--- config.mk ---
export PLATFORM = sky130hd
export DESIGN_NAME = uart_rx_deser
export DESIGN_NICKNAME = d
export VERILOG_FILES = /design/src/rtl/uart_rx_deser.sv
export SDC_FILE = /design/constraint.sdc
export NUM_CORES = 1
export LEC_CHECK = 0
export CAP_MARGIN = 20
export CORE_MARGIN = 2
export CORE_UTILIZATION = 55
export CTS_BUF_LIST = sky130_fd_sc_hd__clkbuf_4
export CTS_CLUSTER_SIZE = 40
export DETAILED_ROUTE_END_ITERATION = 12
export PLACE_DENSITY = 0.78
export SKIP_CTS_REPAIR_TIMING = 1
export SYNTH_ARGS = -nofsm -noshare
export SYNTH_HDL_FRONTEND = slang
export SYNTH_SLANG_ARGS = --single-unit
--- constraint.sdc ---
create_clock -name clk -period 2.15 [get_ports clk]
set_input_delay 0.43 -clock clk [delete_from_list [all_inputs] [get_ports clk]]
set_output_delay 0.43 -clock clk [all_outputs]
set_load 0.005 [all_outputs]
--- src/rtl/uart_rx_deser.sv ---
// uart_rx_deser: oversampling UART receiver with 3-sample majority vote, optional parity and stop check.
// Define UART_RX_ERR_CNT_EN to add the saturating err_cnt output.
module uart_rx_deser #(
    parameter int DATA_WIDTH = 8,
    parameter int PRESCALE_W = 6
) (
    input  logic                  clk,
    input  logic                  rst,
    input  logic                  RX_IN,
    input  logic [PRESCALE_W-1:0] prescale,
    input  logic                  PAR_EN,
    input  logic                  PAR_TYP,
    output logic [DATA_WIDTH-1:0] P_DATA,
    output logic                  data_valid,
    output logic                  par_err,
`ifdef UART_RX_ERR_CNT_EN
    output logic                  stp_err,
    output logic [7:0]            err_cnt
`else
    output logic                  stp_err
`endif
);
    localparam int BW = DATA_WIDTH > 1 ? $clog2(DATA_WIDTH) : 1;
    localparam logic [PRESCALE_W-1:0] ONE = 1;
    localparam logic [BW-1:0] BIT_LAST = BW'(DATA_WIDTH - 1);

    typedef enum logic [2:0] {IDLE, START, DATA, PARITY, STOP} state_t;

    state_t                  state;
    logic                    rx_m, rx_s, s0, s1, bit_v, par_flag, stp_flag;
    logic [PRESCALE_W-1:0]   edge_cnt;
    logic [BW-1:0]           bit_cnt;
    logic [DATA_WIDTH-1:0]   shreg;
    logic                    last, at_lo, at_mid, at_hi, vote, ok;

    always_comb begin
        last   = edge_cnt == prescale - ONE;
        at_lo  = edge_cnt == (prescale >> 1) - ONE;
        at_mid = edge_cnt == (prescale >> 1);
        at_hi  = edge_cnt == (prescale >> 1) + ONE;
        vote   = (s0 & s1) | (s0 & rx_s) | (s1 & rx_s);
        ok     = !par_flag && !stp_flag;
    end

    always_ff @(posedge clk or posedge rst) begin
        if (rst) begin
            rx_m       <= 1'b1;
            rx_s       <= 1'b1;
            state      <= IDLE;
            edge_cnt   <= '0;
            bit_cnt    <= '0;
            shreg      <= '0;
            s0         <= 1'b0;
            s1         <= 1'b0;
            bit_v      <= 1'b0;
            par_flag   <= 1'b0;
            stp_flag   <= 1'b0;
            P_DATA     <= '0;
            data_valid <= 1'b0;
            par_err    <= 1'b0;
            stp_err    <= 1'b0;
`ifdef UART_RX_ERR_CNT_EN
            err_cnt    <= '0;
`endif
        end else begin
            rx_m       <= RX_IN;
            rx_s       <= rx_m;
            data_valid <= 1'b0;
            par_err    <= 1'b0;
            stp_err    <= 1'b0;
            if (state != IDLE) edge_cnt <= last ? '0 : edge_cnt + ONE;
            if (at_lo) s0 <= rx_s;
            if (at_mid) s1 <= rx_s;
            if (at_hi) bit_v <= vote;
            case (state)
                IDLE: if (!rx_s) begin
                    state    <= START;
                    edge_cnt <= ONE;
                    par_flag <= 1'b0;
                    stp_flag <= 1'b0;
                end
                START: if (last) begin
                    state   <= bit_v ? IDLE : DATA;
                    bit_cnt <= '0;
                end
                DATA: begin
                    if (at_hi) shreg[bit_cnt] <= vote;
                    if (last && bit_cnt == BIT_LAST) state <= PAR_EN ? PARITY : STOP;
                    if (last && bit_cnt != BIT_LAST) bit_cnt <= bit_cnt + BW'(1);
                end
                PARITY: begin
                    if (at_hi) par_flag <= (^shreg ^ PAR_TYP) != vote;
                    if (last) state <= STOP;
                end
                STOP: begin
                    if (at_hi) stp_flag <= !vote;
                    if (last) begin
                        state      <= IDLE;
                        data_valid <= ok;
                        par_err    <= par_flag;
                        stp_err    <= stp_flag;
                        if (ok) P_DATA <= shreg;
`ifdef UART_RX_ERR_CNT_EN
                        if (!ok && err_cnt != 8'hFF) err_cnt <= err_cnt + 8'd1;
`endif
                    end
                end
                default: state <= IDLE;
            endcase
        end
    end
endmodule

==> results of run 1 <==
-- metal layers --
metal | GRT usage | routed length [um]
met1 | 0.294 | 2510
met2 | 0.358 | 3000
met3 | 0.0418 | 214
met4 | 0.0662 | 133
met5 | 0 | 0
-- power by group through the flow --
stage / sequential (W) / clock (W) / combinational, W
3_3_place_gp: 0.00107 / 0 / 0.00123
5_1_grt: 0.00110 / 0.000403 / 0.00171
3_5_place_dp: 0.00107 / 0 / 0.00127
2_1_floorplan: 0.000963 / 0 / 0.000956
4_1_cts: 0.00106 / 0.000373 / 0.00128
6_report: 0.00107 / 0.000372 / 0.00159
-- cells in the mapped netlist (all sizes together), types with 6 or more instances --
library cell / instances
buf: 8
clkbuf: 6
dfrtp: 36
ha: 7
inv: 9
mux2: 21
mux2i: 6
nand2: 17
nand3: 7
nor2: 8
nor2b: 8
nor3: 9
nor4: 10
o21ai: 11
xnor2: 15
xor2: 13
-- sequential cells by signal (all words and copies together) (netlist names) --
name,count
s0,1
rx_s,1
par_flag,1
stp_err,1
shreg,8
state,3
stp_flag,1
data_valid,1
bit_v,1
par_err,1
bit_cnt,3
s1,1
edge_cnt,6
rx_m,1
P_DATA,8
-- how the worst max path moves through the flow --
stage	to	slack [ps]	cells past startpoint
2_1_floorplan	P_DATA[0]	-120	8
3_3_place_gp	shreg[6]	-630	7
3_5_place_dp	shreg[7]	-690	7
4_1_cts	shreg[7]	-320	7
5_1_grt	par_flag	20	6
6_report	shreg[2]	110	5
-- metrics by stage --
step	total power (W)	area, um2	TNS, ps
3_3_place_gp	0.00230	2950	-18300
6_report	0.00304	3310	0
4_1_cts	0.00271	3000	-6740
2_1_floorplan	0.00192	2500	-930
5_1_grt	0.00321	3310	0
3_5_place_dp	0.00234	2950	-19650
-- critical path, cell delays in order (launching register included) --
cell and delay, ps:
dfrtp_2 480, nand4b_1 260, a211oi_4 410, nand2_2 150, nor4_2 280, mux2_2 370
-- kinds of logic (layout without fill, tap and decap cells) --
logic type,count (synthesis),after routing,synth area share
xor+xnor,28,28,0.102
fa+ha+maj,8,8,0.0406
compound gates,30,30,0.0928
buf+inv,23,78,0.0427
flops,38,38,0.397
simple gates,83,84,0.201
mux,27,27,0.124
-- layout by cell type, fill, tap and decap left out, types with 7 or more instances in the layout --
cell             instances
buf_4                   38
clkdlybuf4s50_1         15
dfrtp_1                 35
mux2_2                  12
mux2_4                   9
nand2_1                 16
nand3_1                  7
nor2b_1                  8
nor3_1                   8
o21ai_0                 10
xnor2_1                 12
xor2_1                   7
-- cell type report --
class,instances,area (um2),share of cell area
multi-input combinational,177,1650,0.500
sequential,38,955,0.289
timing repair buffer,61,542,0.164
clock buffer,5,37.5,0.0113
clock inverter,3,16.3,0.00492
tap,52,65.1,0.0197
inverter,9,38.8,0.0117
==> impl_results.md, run 1 <==
* Outcome: finished, final reports clean
* Max-slew headroom at 0.656
* WL final at 5.85 mm
* WS Path Type: reg2reg
* Vias in the first global route at 1,851
* R2R cell count at 5
* Mean Syn Cell Area at 10.1 um2
* # setup viols final at 0
* Num CTS Buffers at 5
* CTS tree: built
* Worst setup margin at between 100 and 150 ps
* MaxCap Viol Count at 0
* Crit path launch type: flip-flop
* First-pass GRT wire length at 8.61 mm
* Die area at between 0.004 and 0.005 mm2
* Total gr overflow at 0
* Hold WC Path Type: reg2reg
* Dominant cells by area after synthesis: dfrtp_1 38%, mux2_2 9.8%, xnor2_1 5.5%
* Worst Hold Depth at 0
* Worst vdd ir at 0.605 mV
* Slew at the pin closest to its max-slew limit at 516 ps
* Critical path origin: edge_cnt[2]
* Nets at 310
* Core footprint at 0.00426 mm2
* Fillers at 265
* Worst Path Required at 2410 ps
* R2R setup slack at 110 ps
* Final Cycle Share at 0.949
* Post-Synthesis Cell Area at around 0.0024 mm2
* GP Congestion at 0.820
* CTS Root Cell: clkbuf_4
* Clk_lat worst skew at between 300 and 400 ps
* Routed via count at roughly 2,000
* Logic pwr share at 0.524
* Vias/cell at 5.87
* NetSw at 0.00134 W
* DRC Markers at 0
* CP endpoint kind: flip-flop
* RSZ-0062 raised after global routing: no
* Worst r2r src: edge_cnt[2]
* Syn. warnings at 0
* Clk slew on worst S/H paths at 120 ps
* Register share of total power at 0.354
* Cells after Synth at between 200 and 250
* Routed WL per cell at 17.0 um
* Worst hold start: rx_m
* Fraction of registers with async set/reset at 1.00
* Leak pwr at 1.43 nW
* Part of the Yosys area used for sequential elements at 0.397
* Synth area leader: dfrtp_1
* Layout cells sized above 1 at 0.379
* Layout area overhead at 37.8%
* H-tree depth at 2
* Critical Path Fanout Max at 8
* IO Port Bufs at 21
* Pin count of the biggest net entering global routing at 39
* Clock Skew at around 14 ps
* Clock Power Share at 0.122
* Final Hold Viols at 0
* Row cnt at 24
* Chip Height at 70.1 um
* Drt pass-1 iters at 4
* Die span in x at 70.1 um
* Seq cells post-synth at 38
* Int Pwr at around 0.0017 W
* Routed Antenna Nets at 0
* GRT Util Overall at 0.218
* Layout Utilization at 0.776
* # IOs at 22
* Reg2reg end: shreg[2]
* Detailed placement HPWL at 3.80 mm
* Post-placement cell count at 329
* Min Tclk post-route at slightly above 2000 ps
* Arr. time, crit path at 2300 ps
* Worst hold margin at about 360 ps
* Initial antenna violation count at 0
* Initial core utilization at 0.563
* Post-synth top area share at 0.375
* Num Clock Sinks at 38
* Pwr/cell area at 918 mW/mm2
* Final-report max-slew violation count at 0
* Inserted Diodes at 0
* Initial drt markers at 81
* Sw frac at 0.442
* Synth cell types at 48
* Non-Filler Instances at ~350
* Pre-CTS WS at -685 ps
* CTS max path bufs at 2
* Mapped Nets at 255
* EDFF count, synth at 0
* Worst-case hold path end point: rx_s
* Ys flop type: dfrtp_1
* Max frequency at 0.490 GHz
(Power assumes the default switching activity.)
==> inputs of run 2 (changes only) <==
CELL_PAD_IN_SITES_DETAIL_PLACEMENT = 2   (was default)
CELL_PAD_IN_SITES_GLOBAL_PLACEMENT = 2   (was default)
CORE_UTILIZATION = 38   (was 55)
HOLD_SLACK_MARGIN = 0.02   (was default)
PLACE_DENSITY = 0.92   (was 0.78)
==> impl_results.md, run 2 (synthesis results as in run 1) <==
* DRC Markers at 0 (unchanged)
* MaxCap Viol Count at 0 (unchanged)
* Final-report max-slew violation count at 0 (unchanged)
* Drt pass-1 iters at 4 (unchanged)
* Initial drt markers at 91 (+12%)
* Nets at 309 (-0.32%)
* Max-slew headroom at 0.650 (-0.00672)
* Die area at 0.00697 mm2 (+42%)
* Clk slew on worst S/H paths at 120 ps (about the same)
* H-tree depth at 2 (unchanged)
* GRT Util Overall at 0.268 (+0.0498)
* Clock Skew at 19.9 ps (+6.00 ps)
* Chip Height at 83.5 um (+19%)
* Layout cells sized above 1 at 0.394 (+0.0150)
* Layout area overhead at 42.9%
* Vias in the first global route at 2,477 (+34%)
* CTS tree: built
* WS Path Type: reg2reg
* Hold WC Path Type: reg2reg
* Clk_lat worst skew at 370 ps (about the same)
* GP Congestion at 0.793 (-3.3%)
* Worst setup margin at -111 ps (-221 ps)
* Initial core utilization at 0.398 (-0.165)
* Detailed placement HPWL at 6.14 mm (+62%)
* Layout Utilization at 0.569 (-0.206)
* FF/Latch Area at 956 um2 (+0.13%)
* Vias/cell at 6.08 (+3.6%)
* Initial antenna violation count at 0 (unchanged)
* Critical Path Fanout Max at 9 (+1)
* IO Port Bufs at 21 (unchanged)
* CTS Root Cell: clkbuf_4
* Routed Antenna Nets at 0 (unchanged)
* Die span in x at 83.5 um (+19%)
* Min Tclk post-route at 2260 ps (+221 ps)
* Leak pwr at 1.43 nW (-0.12%)
* WL final at 10.9 mm (+86%)
* Worst vdd ir at 0.563 mV (-7.1%)
* Pin count of the biggest net entering global routing at 39 (unchanged)
* # setup viols final at 8 (+8)
* Inserted Diodes at 0 (unchanged)
* Fillers at 578 (+120%)
* Outcome: finished, violations left
* Worst Path Required at 2410 ps (about the same)
* Num Clock Sinks at 38 (unchanged)
* Pwr/cell area at 1030 mW/mm2 (+13%)
* Row cnt at 28 (+17%)
* Routed WL per cell at 29.7 um (+75%)
* Core footprint at 0.00603 mm2 (+41%)
* Num CTS Buffers at 5 (unchanged)
* First-pass GRT wire length at 14.4 mm (+67%)
* CTS max path bufs at 2 (unchanged)
* CP endpoint kind: flip-flop
* # IOs at 22 (unchanged)
* Total gr overflow at 0 (unchanged)
* Final Hold Viols at 0 (unchanged)
* Arr. time, crit path at 2520 ps (+220 ps)
* Most common cell after layout, fill and taps aside: dfrtp_1
* Routed via count at 2,231 (+10%)
* Area of the multi-input gates at 0.00171 mm2 (+3.6%)
* Final Cycle Share at 1.05 (+0.103)
* Regs by FF count: P_DATA: 8 flops, shreg: 8 flops, edge_cnt: 6 flops
* Max frequency at 0.442 GHz (-9.8%)
* Power Total at 0.00354 W (+17%)
* Crit path launch type: flip-flop
* Slew at the pin closest to its max-slew limit at 526 ps (+10.1 ps)
* Commonest cells after routing, fill and taps aside: 34 x dfrtp_1, 31 x buf_4, 16 x nand2_1
* Failing checks: negative setup slack
==> run 2: through the flow <==
step           TNS [ps]  worst slack (ps)  std cells  hold WS (ps)  area [um2]
2_1_floorplan      -930              -116        237           345        2500
3_3_place_gp     -19160              -698        353           346        2990
3_5_place_dp     -24400              -915        353           350        2990
4_1_cts          -13320              -625        361           368        3040
5_1_grt            -762              -144        367           375        3430
6_report           -294              -111        367           365        3430
==> run 2: area by class of cell <==
class	instances	share of cell area
multi-input combinational	176	0.499
sequential	38	0.279
timing repair buffer	61	0.166
tap	75	0.0274
clock buffer	6	0.0131
inverter	9	0.0113
clock inverter	2	0.00401
==> run 2: power by group <==
part | switching (W) | internal (W)
registers | 0.000279 | 0.000859
clock network | 0.000269 | 0.000141
logic | 0.00119 | 0.000808
total | 0.00174 | 0.00181
==> run 2: worst paths after layout <==
kind	start	cells past startpoint	to	slack, ps
min reg2reg	rx_m	0	rx_s	370
max reg2reg	edge_cnt[4]	8	stp_flag	-110
min in group asynchronous	rst	3	P_DATA[5]	470
min	rx_m	0	rx_s	370
max	edge_cnt[4]	8	stp_flag	-110
max in group asynchronous	rst	3	state[1]	1270
==> run 2: per-layer routing <==
layer / wire, um / part of all wire / global-route usage
met5: 0 / 0 / 0
met3: 577 / 0.053 / 0.0415
met1: 4290 / 0.39 / 0.320
met4: 422 / 0.039 / 0.0968
met2: 5620 / 0.51 / 0.486
==> run 2: critical path, cell delays in order (launching register included) <==
cell and delay (ps):
dfrtp_1 530, xor2_2 280, a211oi_2 230, buf_4 170
buf_12 100, nand2_8 100, buf_6 160, nor4_2 240
mux2i_1 330
==> inputs of run 3 (changes only) <==
GPL_TIMING_DRIVEN = 0   (was default)
==> impl_results.md, run 3 (synthesis results as in run 1) <==
* Worst-case hold path end point: rx_s
* Pwr/cell area at 1020 mW/mm2 (-1.5%)
* Total gr overflow at 0 (unchanged)
* GP Congestion at 0.762 (-3.9%)
* Worst setup margin at -45.8 ps (+65.6 ps)
* Final Hold Viols at 0 (unchanged)
* Vias in the first global route at 2,226 (-10%)
* Routed Antenna Nets at 0 (unchanged)
* Crit-path leading delay family: flip-flops
* CTS tree: built
* NetSw at 0.00171 W (-1.2%)
* Commonest cells after routing, fill and taps aside: 35 x dfrtp_1, 16 x nand2_1, 16 x buf_4
* Worst Hold Depth at 0 (unchanged)
* Layout area overhead at 37.3%
* Register share of total power at 0.323 (+0.002)
* Hold WC Path Type: reg2reg
* DR top layer: met4
* Worst r2r src: edge_cnt[2]
* CP max stage delay at 510 ps (-20 ps)
* Clock Skew at 18.5 ps (-1.35 ps)
* Worst hold margin at 374 ps (+9.09 ps)
* Chip Height at 83.5 um (unchanged)
* Arr. time, crit path at 2460 ps (-60 ps)
* Reg2reg end: shreg[0]
* Critical Path Fanout Max at 10 (+1)
* Nets at 297 (-3.9%)
* Clk slew on worst S/H paths at 140 ps (+20 ps)
* MaxCap Viol Count at 0 (unchanged)
* Failing checks: negative setup slack
* Die span in x at 83.5 um (unchanged)
* Detailed placement HPWL at 5.37 mm (-13%)
* Num Clock Sinks at 38 (unchanged)
* Met2 WL post-DR at 5.42 mm (-3.6%)
* Worst Path Required at 2410 ps (about the same)
* Total Neg Setup Slack at -277 ps (+16.3 ps)
* CP endpoint kind: flip-flop
* Final-report max-slew violation count at 0 (unchanged)
* WS Path Type: reg2reg
* Layout cells sized above 1 at 0.364 (-0.0295)
* DRC Markers at 0 (unchanged)
* First-pass GRT wire length at 12.2 mm (-15%)
* Pin count of the biggest net entering global routing at 39 (unchanged)
* Pre-CTS WS at -1030 ps (-111 ps)
* Met3 routed WL at 299 um (-48%)
* Routed via count at 2,166 (-2.9%)
* M1 wire length at 4.07 mm (-5.2%)
* Critical Path, Cell by Cell: clkbuf_2, o21ai_1, a21oi_2, buf_4, nor4_4, mux2_2
* Worst vdd ir at 0.395 mV (-30%)
* Num CTS Buffers at 5 (unchanged)
* Clk_lat worst skew at 380 ps (about the same)
* Max frequency at 0.455 GHz (+3.0%)
* Die area at 0.00697 mm2 (unchanged)
* Slew at the pin closest to its max-slew limit at 833 ps (+307 ps)
* Routed WL per cell at 28.9 um (-2.9%)
* Int Pwr at 0.00164 W (-9.3%)
* Max-slew headroom at 0.444 (-0.206)
* GRT Util Overall at 0.222 (-0.0462)
* Initial antenna violation count at 0 (unchanged)
* Leak pwr at 1.34 nW (-5.7%)
* R2R setup slack at -50 ps (+70 ps)
* Most common cell after layout, fill and taps aside: dfrtp_1
* Slowest-stage cell, CP: dfrtp_1
* Crit path launch type: flip-flop
* Logic pwr share at 0.556 (-0.007)
* Clock Power Share at 0.121 (+0.005)
* Fillers at 583 (+0.87%)
* IO Port Bufs at 20 (-4.8%)
* Min Tclk post-route at 2200 ps (-65.6 ps)
* # IOs at 22 (unchanged)
* Drt pass-1 iters at 4 (unchanged)
* Outcome: finished, violations left
* Initial core utilization at 0.398 (unchanged)
* Sw frac at 0.511 (+0.0214)
* Initial drt markers at 126 (+38%)
* Final Cycle Share at 1.02 (-0.0305)
* R2R cell count at 6 (-2)
* Row cnt at 28 (unchanged)
* Core footprint at 0.00603 mm2 (unchanged)
* Vias/cell at 6.10 (+0.37%)
* WL final at 10.2 mm (-6.1%)
* Buf/Inv on CP at 2 (-1)
* H-tree depth at 2 (unchanged)
* Layout Utilization at 0.547 (-0.0222)
* Inserted Diodes at 0 (unchanged)
* # setup viols final at 15 (+7)
* Regs by FF count: P_DATA: 8 flops, shreg: 8 flops, edge_cnt: 6 flops
* CTS max path bufs at 2 (unchanged)
* CTS Root Cell: clkbuf_4
* Worst hold start: rx_m
run 3: changes by cell type in the layout (fill, tap and decap cells not counted), sizes merged:
| cell | previous run | this run |
|---|---|---|
| buf | 40 | 23 |
| clkbuf | 8 | 12 |
| clkinvlp | 0 | 1 |
| dlymetal6s2s | 4 | 3 |
| o2111ai | 2 | 3 |
run 3: routing by layer:
metal,vias to the layer above,global-route usage
met5,-,0
met4,0,0.0806
met3,29,0.0396
met2,71,0.376
met1,1134,0.284
li1,932,-
run 3: worst max-delay path by stage:
stage,from,endpoint,slack (ps),cells past startpoint
global placement,prescale[1],P_DATA[6],-920,8
floorplan,prescale[2],P_DATA[0],-120,8
global route,edge_cnt[2],shreg[5],-120,6
finish,edge_cnt[2],shreg[0],-50,6
detailed placement,prescale[1],P_DATA[5],-1030,8
CTS,prescale[1],P_DATA[3],-650,8
run 3: area by class of cell:
class | instances | area [um2] | area share
multi-input cells | 177 | 1730 | 0.524
clock buffers | 5 | 37.5 | 0.0114
flip-flops and latches | 38 | 955 | 0.290
clock inverters | 3 | 16.3 | 0.00493
inverters | 9 | 38.8 | 0.0118
repair buffers | 35 | 323 | 0.0979
plain buffers | 13 | 105 | 0.0319
well taps | 75 | 93.8 | 0.0285
run 3: through the flow:
| stage | instances | cell area [um2] | total power (W) |
|---|---|---|---|
| after floorplan | 237 | 2500 | 0.00192 |
| after global placement | 332 | 2800 | 0.00218 |
| after detailed placement | 332 | 2800 | 0.00232 |
| after CTS | 340 | 2850 | 0.00270 |
| after global routing | 355 | 3300 | 0.00350 |
| final | 355 | 3300 | 0.00336 |
run 3: worst reg2reg max path: cells and delay by family (launching register included):
kind	cells	cell delay (ps)
AO/OA/AOI/OAI	2	340
buffers and inverters	2	510
flip-flops	1	510
multiplexers	1	380
AND/OR/NAND/NOR	1	340
run 3: power groups by stage:
stage                     sequential (W)  clock (W)  combinational [W]
final                            0.00108   0.000406            0.00187
after floorplan                 0.000963          0           0.000956
after global placement           0.00100          0            0.00118
after global routing             0.00109   0.000436            0.00197
after detailed placement         0.00103          0            0.00129
after CTS                        0.00101   0.000383            0.00130
